File: src/rtl/mdu_hilo_unit_if.sv
// mdu_hilo_unit_if: ID->EXE op bus and EXE result bus of the multiply/divide/HI-LO unit.
// Latency: none, signal bundle only.
// Backpressure: in_valid/in_ready on the op side, out_valid/out_ready on the result side.
// Signals: in_valid/in_ready/in_op/in_src1/in_src2 (op side), out_valid/out_ready/out_hi/
//   out_lo/out_dest (result side), busy (unit not idle; decode stalls mfhi/mflo on it).
interface mdu_hilo_unit_if;
   logic        in_valid;
   logic        in_ready;
   logic [2:0]  in_op;
   logic [31:0] in_src1;
   logic [31:0] in_src2;
   logic        out_valid;
   logic        out_ready;
   logic [31:0] out_hi;
   logic [31:0] out_lo;
   logic [1:0]  out_dest;
   logic        busy;

   // master: decode/EXE side that issues ops and takes results
   modport master (
      output in_valid, in_op, in_src1, in_src2, out_ready,
      input  in_ready, out_valid, out_hi, out_lo, out_dest, busy
   );

   // slave: the unit itself
   modport slave (
      input  in_valid, in_op, in_src1, in_src2, out_ready,
      output in_ready, out_valid, out_hi, out_lo, out_dest, busy
   );
endinterface

File: src/rtl/mdu_hilo_unit.sv
// mdu_hilo_unit: multi-cycle multiply/divide and mthi/mtlo unit of the EXE stage.
// Latency: div/divu 32 cycles accept->out_valid; mthi/mtlo/illegal and mult/multu 1 cycle
//   (mult/multu 32 cycles when MDU_ITER_MUL_EN is defined).
// Backpressure: single outstanding op; result held in DONE until out_ready, in_ready low meanwhile.
// Ports: clk; reset (synchronous, active-high); flush (drops any in-flight op, wins over accept);
//   mdu: slave side of mdu_hilo_unit_if (op bus, result bus {out_hi,out_lo,out_dest}, busy).
// Config: define MDU_ITER_MUL_EN for a 32-step shift-add multiplier; default is a single-cycle multiply.
module mdu_hilo_unit #(
   parameter int DIV_STEPS = 32   // restoring iterations; must equal the 32-bit operand width
) (
   input  logic          clk,
   input  logic          reset,
   input  logic          flush,
   mdu_hilo_unit_if.slave mdu
);

   typedef enum logic [1:0] {IDLE, MUL, DIV, DONE} state_t;

   localparam logic [2:0] OP_MULT  = 3'd0;
   localparam logic [2:0] OP_MULTU = 3'd1;
   localparam logic [2:0] OP_DIV   = 3'd2;
   localparam logic [2:0] OP_DIVU  = 3'd3;
   localparam logic [2:0] OP_MTHI  = 3'd4;
   localparam logic [2:0] OP_MTLO  = 3'd5;

   localparam logic [4:0] LAST_STEP = 5'(DIV_STEPS - 1);

   // One restoring-division step on {rem, quo}: shift the next dividend bit into the
   // remainder, subtract the divisor if it fits, and shift the quotient bit in.
   function automatic logic [63:0] div_step(input logic [31:0] rem,
                                            input logic [31:0] quo,
                                            input logic [31:0] dvs);
      logic [32:0] sh;
      logic [32:0] diff;
      sh   = {rem, quo[31]};
      diff = sh - {1'b0, dvs};
      if (diff[32]) div_step = {sh[31:0], quo[30:0], 1'b0};
      else          div_step = {diff[31:0], quo[30:0], 1'b1};
   endfunction

`ifdef MDU_ITER_MUL_EN
   // One shift-add step: the multiplier sits in the low word and shifts out LSB first,
   // partial products accumulate in the high word.
   function automatic logic [63:0] mul_step(input logic [31:0] hi,
                                            input logic [31:0] lo,
                                            input logic [31:0] mcand);
      logic [32:0] sum;
      sum      = {1'b0, hi} + (lo[0] ? {1'b0, mcand} : 33'd0);
      mul_step = {sum, lo[31:1]};
   endfunction
`endif

   state_t      state_q, state_d;
   logic [4:0]  count_q, count_d;     // quotient/product bits already produced
   logic [31:0] acc_hi_q, acc_hi_d;   // remainder / partial product high word
   logic [31:0] acc_lo_q, acc_lo_d;   // quotient / multiplier-and-product low word
   logic [31:0] opb_q, opb_d;         // divisor or multiplicand magnitude
   logic        neg_quo_q, neg_quo_d; // negate quotient/product at the end
   logic        neg_rem_q, neg_rem_d; // negate remainder at the end
   logic        div_zero_q, div_zero_d;
   logic [31:0] hi_q, hi_d;
   logic [31:0] lo_q, lo_d;
   logic [1:0]  dest_q, dest_d;

   logic        accept;
   logic        is_signed;
   logic [31:0] src1_mag;
   logic [31:0] src2_mag;
   logic        neg_quo_in;
   logic        neg_rem_in;
   logic [63:0] step;

   // flush cancels an op presented in the same cycle
   assign accept     = mdu.in_valid && (state_q == IDLE) && !flush;
   assign is_signed  = (mdu.in_op == OP_MULT) || (mdu.in_op == OP_DIV);
   assign src1_mag   = (is_signed && mdu.in_src1[31]) ? -mdu.in_src1 : mdu.in_src1;
   assign src2_mag   = (is_signed && mdu.in_src2[31]) ? -mdu.in_src2 : mdu.in_src2;
   assign neg_quo_in = is_signed && (mdu.in_src1[31] ^ mdu.in_src2[31]);
   assign neg_rem_in = is_signed && mdu.in_src1[31];

`ifndef MDU_ITER_MUL_EN
   logic [63:0] prod_mag;
   assign prod_mag = {32'd0, src1_mag} * {32'd0, src2_mag};
`endif

   always_comb begin
      state_d    = state_q;
      count_d    = count_q;
      acc_hi_d   = acc_hi_q;
      acc_lo_d   = acc_lo_q;
      opb_d      = opb_q;
      neg_quo_d  = neg_quo_q;
      neg_rem_d  = neg_rem_q;
      div_zero_d = div_zero_q;
      hi_d       = hi_q;
      lo_d       = lo_q;
      dest_d     = dest_q;
      step       = 64'd0;

      case (state_q)
         IDLE: begin
            if (accept) begin
               neg_quo_d  = neg_quo_in;
               neg_rem_d  = neg_rem_in;
               div_zero_d = (mdu.in_src2 == 32'd0);
               case (mdu.in_op)
                  OP_MULT, OP_MULTU: begin
`ifdef MDU_ITER_MUL_EN
                     // first step runs in the accept cycle so 32 steps end 32 cycles later
                     step     = mul_step(32'd0, src2_mag, src1_mag);
                     acc_hi_d = step[63:32];
                     acc_lo_d = step[31:0];
                     opb_d    = src1_mag;
                     count_d  = 5'd1;
                     state_d  = MUL;
`else
                     {hi_d, lo_d} = neg_quo_in ? -prod_mag : prod_mag;
                     dest_d       = 2'b11;
                     state_d      = DONE;
`endif
                  end
                  OP_DIV, OP_DIVU: begin
                     // first step runs in the accept cycle so 32 steps end 32 cycles later
                     step     = div_step(32'd0, src1_mag, src2_mag);
                     acc_hi_d = step[63:32];
                     acc_lo_d = step[31:0];
                     opb_d    = src2_mag;
                     count_d  = 5'd1;
                     state_d  = DIV;
                  end
                  OP_MTHI: begin
                     hi_d    = mdu.in_src1;
                     lo_d    = 32'd0;
                     dest_d  = 2'b01;
                     state_d = DONE;
                  end
                  OP_MTLO: begin
                     hi_d    = 32'd0;
                     lo_d    = mdu.in_src1;
                     dest_d  = 2'b10;
                     state_d = DONE;
                  end
                  default: begin
                     hi_d    = 32'd0;
                     lo_d    = 32'd0;
                     dest_d  = 2'b00;
                     state_d = DONE;
                  end
               endcase
            end
         end

         DIV: begin
            step     = div_step(acc_hi_q, acc_lo_q, opb_q);
            acc_hi_d = step[63:32];
            acc_lo_d = step[31:0];
            count_d  = count_q + 5'd1;
            if (count_q == LAST_STEP) begin
               // x/0 yields all-ones quotient; the remainder is |dividend| re-signed, i.e. src1
               lo_d    = div_zero_q ? 32'hFFFF_FFFF : (neg_quo_q ? -step[31:0] : step[31:0]);
               hi_d    = neg_rem_q ? -step[63:32] : step[63:32];
               dest_d  = 2'b11;
               count_d = 5'd0;
               state_d = DONE;
            end
         end

         MUL: begin
`ifdef MDU_ITER_MUL_EN
            step     = mul_step(acc_hi_q, acc_lo_q, opb_q);
            acc_hi_d = step[63:32];
            acc_lo_d = step[31:0];
            count_d  = count_q + 5'd1;
            if (count_q == LAST_STEP) begin
               {hi_d, lo_d} = neg_quo_q ? -step : step;
               dest_d       = 2'b11;
               count_d      = 5'd0;
               state_d      = DONE;
            end
`else
            state_d = IDLE;
`endif
         end

         DONE: begin
            if (mdu.out_ready) state_d = IDLE;
         end

         default: state_d = IDLE;
      endcase

      if (flush) begin
         state_d = IDLE;
         count_d = 5'd0;
      end
   end

   always_ff @(posedge clk) begin
      if (reset) begin
         state_q    <= IDLE;
         count_q    <= 5'd0;
         acc_hi_q   <= 32'd0;
         acc_lo_q   <= 32'd0;
         opb_q      <= 32'd0;
         neg_quo_q  <= 1'b0;
         neg_rem_q  <= 1'b0;
         div_zero_q <= 1'b0;
         hi_q       <= 32'd0;
         lo_q       <= 32'd0;
         dest_q     <= 2'b00;
      end else begin
         state_q    <= state_d;
         count_q    <= count_d;
         acc_hi_q   <= acc_hi_d;
         acc_lo_q   <= acc_lo_d;
         opb_q      <= opb_d;
         neg_quo_q  <= neg_quo_d;
         neg_rem_q  <= neg_rem_d;
         div_zero_q <= div_zero_d;
         hi_q       <= hi_d;
         lo_q       <= lo_d;
         dest_q     <= dest_d;
      end
   end

   assign mdu.in_ready  = (state_q == IDLE);
   assign mdu.out_valid = (state_q == DONE);
   assign mdu.busy      = (state_q != IDLE);
   assign mdu.out_hi    = hi_q;
   assign mdu.out_lo    = lo_q;
   assign mdu.out_dest  = dest_q;

endmodule

File: src/flat_wrapper.sv
// flat-port wrapper written by rule: the top's interface ports become plain ports
module mdu_hilo_unit_flat 
#(
   parameter int DIV_STEPS = 32                                                               
)
  (clk, reset, flush, mdu_in_valid, mdu_in_op, mdu_in_src1, mdu_in_src2, mdu_out_ready, mdu_in_ready, mdu_out_valid, mdu_out_hi, mdu_out_lo, mdu_out_dest, mdu_busy);
  mdu_hilo_unit_if mdu_i ();
  input  logic clk;
  input  logic reset;
  input  logic flush;
  input wire logic [$bits(mdu_i.in_valid)-1:0] mdu_in_valid;
  input wire logic [$bits(mdu_i.in_op)-1:0] mdu_in_op;
  input wire logic [$bits(mdu_i.in_src1)-1:0] mdu_in_src1;
  input wire logic [$bits(mdu_i.in_src2)-1:0] mdu_in_src2;
  input wire logic [$bits(mdu_i.out_ready)-1:0] mdu_out_ready;
  output wire logic [$bits(mdu_i.in_ready)-1:0] mdu_in_ready;
  output wire logic [$bits(mdu_i.out_valid)-1:0] mdu_out_valid;
  output wire logic [$bits(mdu_i.out_hi)-1:0] mdu_out_hi;
  output wire logic [$bits(mdu_i.out_lo)-1:0] mdu_out_lo;
  output wire logic [$bits(mdu_i.out_dest)-1:0] mdu_out_dest;
  output wire logic [$bits(mdu_i.busy)-1:0] mdu_busy;
  assign mdu_i.in_valid = mdu_in_valid;
  assign mdu_i.in_op = mdu_in_op;
  assign mdu_i.in_src1 = mdu_in_src1;
  assign mdu_i.in_src2 = mdu_in_src2;
  assign mdu_i.out_ready = mdu_out_ready;
  assign mdu_in_ready = mdu_i.in_ready;
  assign mdu_out_valid = mdu_i.out_valid;
  assign mdu_out_hi = mdu_i.out_hi;
  assign mdu_out_lo = mdu_i.out_lo;
  assign mdu_out_dest = mdu_i.out_dest;
  assign mdu_busy = mdu_i.busy;
  mdu_hilo_unit #(.DIV_STEPS(DIV_STEPS)) u_core (.clk(clk), .reset(reset), .flush(flush), .mdu(mdu_i));
endmodule
File: config.mk
export PLATFORM = sky130hd
export DESIGN_NAME = mdu_hilo_unit_flat
export DESIGN_NICKNAME = d
export VERILOG_FILES = /design/src/rtl/mdu_hilo_unit_if.sv /design/src/rtl/mdu_hilo_unit.sv /design/src/flat_wrapper.sv
export SDC_FILE = /design/constraint.sdc
export NUM_CORES = 2
export LEC_CHECK = 0
export BUFFER_PORTS_ARGS = -buffer_cell sky130_fd_sc_hd__buf_2
export CORE_ASPECT_RATIO = 0.8
export CORE_MARGIN = 2
export CORE_UTILIZATION = 50
export DETAILED_ROUTE_END_ITERATION = 10
export PLACE_DENSITY = 0.69
export SETUP_SLACK_MARGIN = 0.1
export SLEW_MARGIN = 20
export SYNTH_ARGS = -nofsm -noshare
export SYNTH_HDL_FRONTEND = slang
export SYNTH_SLANG_ARGS = --single-unit
File: constraint.sdc
create_clock -name clk -period 12.4 [get_ports clk]
set_input_delay 1.24 -clock clk [delete_from_list [all_inputs] [get_ports clk]]
set_output_delay 1.24 -clock clk [all_outputs]
set_load 0.005 [all_outputs]
==> metrics.txt <==
highest clock rate=0.0836 GHz; r2r setup slk=5680 ps; Pre-antenna DRT Iters=8; CP endpoint kind=register; final RePlAce weighted congestion=1.03; critical path type=input port to register; Post-synth ARST share=0%; Max Clock Skew=19.0 ps; DIE AREA=98100 um^2; HP Start=u_core.opb_q[27]$_SDFFE_PP0P_; area leader, netlist=fa_1; Mapped Nets=7203; Final Hold Fails=0; Post-Syn Instances=5929; YS warnings=0; Critical Path AT=12330 ps; crit start category=input port; Placed Cells=7383; fin crit share=96.5%; Num CTS Buffers=17; core area=94900 um^2; largest net degree at the start of global routing=88; Min-Delay Endpoint=u_core.opb_q[27]$_SDFFE_PP0P_; min cycle time layout=11960 ps; post-DP HPWL=156 mm; IO Port Bufs=140; H-tree depth=4; hold crit path type=register to register; clk buf depth=2; Clk pin slew, worst setup/hold paths=80 ps; initial drt markers=5013; vias=44000; area grow syn2layout=11.3%; fraction of layout instances using a drive strength above 1=11.9%; Slew @ Worst Pin=1280 ps; initial antenna violation count=17; wire length of the first global-routing pass=283 mm; Netlist cell types=103; reg-to-reg endpoint=u_core.mdu.out_hi[30]$_SDFFE_PP0P_; vias in the first global route=44300; Yosys top cell area share=37.6%; Synth Cell Area=47800 um^2; Synth Register Bits=172; # clock sinks=172; Max stage delay on crit path=760 ps; Max Cap Viol=0; row cnt=101; final-report max-slew violation count=0; CP most frequent cell=fa_1; Die H=281 um; cts hold-fix bufs=0; drt total wl=186 mm; remaining routing DRC violations=0; die width=350 um; Tot GR Track Use=38.7%; R2R cell count=26; slowest CP cell=or4_1; IO Pins=141; top-count cell post-synth=inv_1; root buffer cell=clkbuf_16; Critical Path Fanout Max=7; synthesized area per cell=8.07 um^2; Final Util=56.1%; RSZ-0062 raised after global routing=no; Req. time, crit path=12770 ps; Primary FF master, synth=dfxtp_1; most frequent cells after synthesis=inv_1 (987), fa_1 (897), nor2_1 (820); RR Startpoint=u_core.acc_lo_q[31]$_SDFFE_PP0P_; Via-to-Cell Ratio=5.92; CTS tree=done; ranking of synthesized cells by area=fa_1 (38%), ha_1 (8.0%), inv_1 (7.7%); status=finished, final reports clean; clk_lat worst skew=470 ps; GRT Residual Overflow=0; Starting Density=50.4%; Routed Antenna Nets=0; hold depth=2; non-filler cells in the finished layout=7433; post-synthesis sequential area ratio=7.20%; Final #Nets=7399; routed len/inst=25.0 um; total setup violations reported at the end of the flow=0; relative slew slack=12.4%; Post-synth EDFFs=0
==> registers in the layout, indices dropped and copies added (netlist names), 2 cells and up <==
signal	cells
u_core.acc_hi_q	32
u_core.acc_lo_q	32
u_core.mdu.out_hi	32
u_core.mdu.out_lo	32
u_core.opb_q	32
u_core.count_q	5
u_core.mdu.out_dest	2
u_core.state_q	2
==> worst max-delay path by stage <==
stage	slack (ps)	cells past startpoint	end	from
2_1_floorplan	430	36	u_core.mdu.out_hi[30]$_SDFFE_PP0P_	mdu_in_src1[6]
3_3_place_gp	-420	39	u_core.mdu.out_hi[29]$_SDFFE_PP0P_	mdu_in_src1[6]
3_5_place_dp	-540	41	u_core.mdu.out_hi[29]$_SDFFE_PP0P_	mdu_in_src1[6]
4_1_cts	120	44	u_core.mdu.out_hi[29]$_SDFFE_PP0P_	mdu_in_src1[6]
5_1_grt	110	45	u_core.mdu.out_hi[29]$_SDFFE_PP0P_	mdu_in_src1[6]
6_report	440	35	u_core.mdu.out_hi[30]$_SDFFE_PP0P_	mdu_in_src1[17]
==> repair_timing <==
item	CTS	global route
setup endpoints to repair	11	30
pin swaps	0	13
gates resized for setup	2	61
buffers inserted	0	10
==> area by class of cell <==
type	count	area (um^2)
fillers	8964	41700
multi-input cells	4416	40100
repair buffers	527	3750
inverters	991	3720
flip-flops and latches	172	3440
well taps	1287	1610
clock buffers	18	429
clock inverters	14	171
diodes	8	20.0
==> metal layers <==
layer / track usage (%) / share of wire (%) / wire, um / vias up
met5: 0 / 0.047 / 87 / -
met4: 15.1 / 4.6 / 8570 / 12
met3: 12.2 / 12 / 22800 / 401
met2: 56.3 / 42 / 77600 / 2351
met1: 53.6 / 41 / 76700 / 22000
li1: - / - / - / 19200
==> stage by stage <==
stage / TNS [ps] / worst slack, ps / instance area (um^2) / hold slack [ps]
6_report: 0 / 439 / 53200 / 465
5_1_grt: 0 / 108 / 53200 / 476
4_1_cts: 0 / 124 / 52900 / 463
3_5_place_dp: -6350 / -539 / 52300 / 451
3_3_place_gp: -6090 / -419 / 52300 / 447
2_1_floorplan: 0 / 430 / 47800 / 436
==> cell usage in the layout, fill, tap and decap left out, drive strengths merged, types with 13 or more instances in the layout <==
cell / count
nand2b: 24
o21a: 21
a31oi: 35
o21ai: 150
a2111oi: 19
nor3: 93
clkbuf: 18
xor2: 129
nor4: 39
fa: 897
and2: 29
and3: 19
a21o: 55
a21oi: 291
or4: 16
ha: 305
or2: 15
nand4: 40
or3: 27
dfxtp: 172
nor2: 820
a211oi: 96
buf: 527
o211ai: 36
mux2i: 23
nor2b: 13
nand3: 63
and4: 13
a22oi: 38
a221oi: 49
inv: 997
o31ai: 37
xnor2: 159
nand2: 715
==> worst max-delay path, delay by kind of cell <==
kind / cells / cell delay (ps)
AND/OR/NAND/NOR: 13 / 4510
adder cells (fa/ha/maj): 9 / 4500
buffers and inverters: 9 / 1140
AO/OA/AOI/OAI: 2 / 590
XOR/XNOR: 2 / 330
==> cell families (layout without fill, tap and decap cells) <==
logic type	Yosys count	count (layout)	synth area share, %
AND/OR/NAND/NOR	1960	1960	17.8
adder cells (fa/ha/maj)	1202	1202	45.5
flip-flops	172	172	7.20
buffers and inverters	1341	1550	10.6
XOR/XNOR	288	288	5.27
other	0	8	0
AO/OA/AOI/OAI	938	938	13.0
multiplexers	28	28	0.599
Power is not shown: default switching activity piles up to over one toggle a cycle in this logic, so the estimate is an artifact.
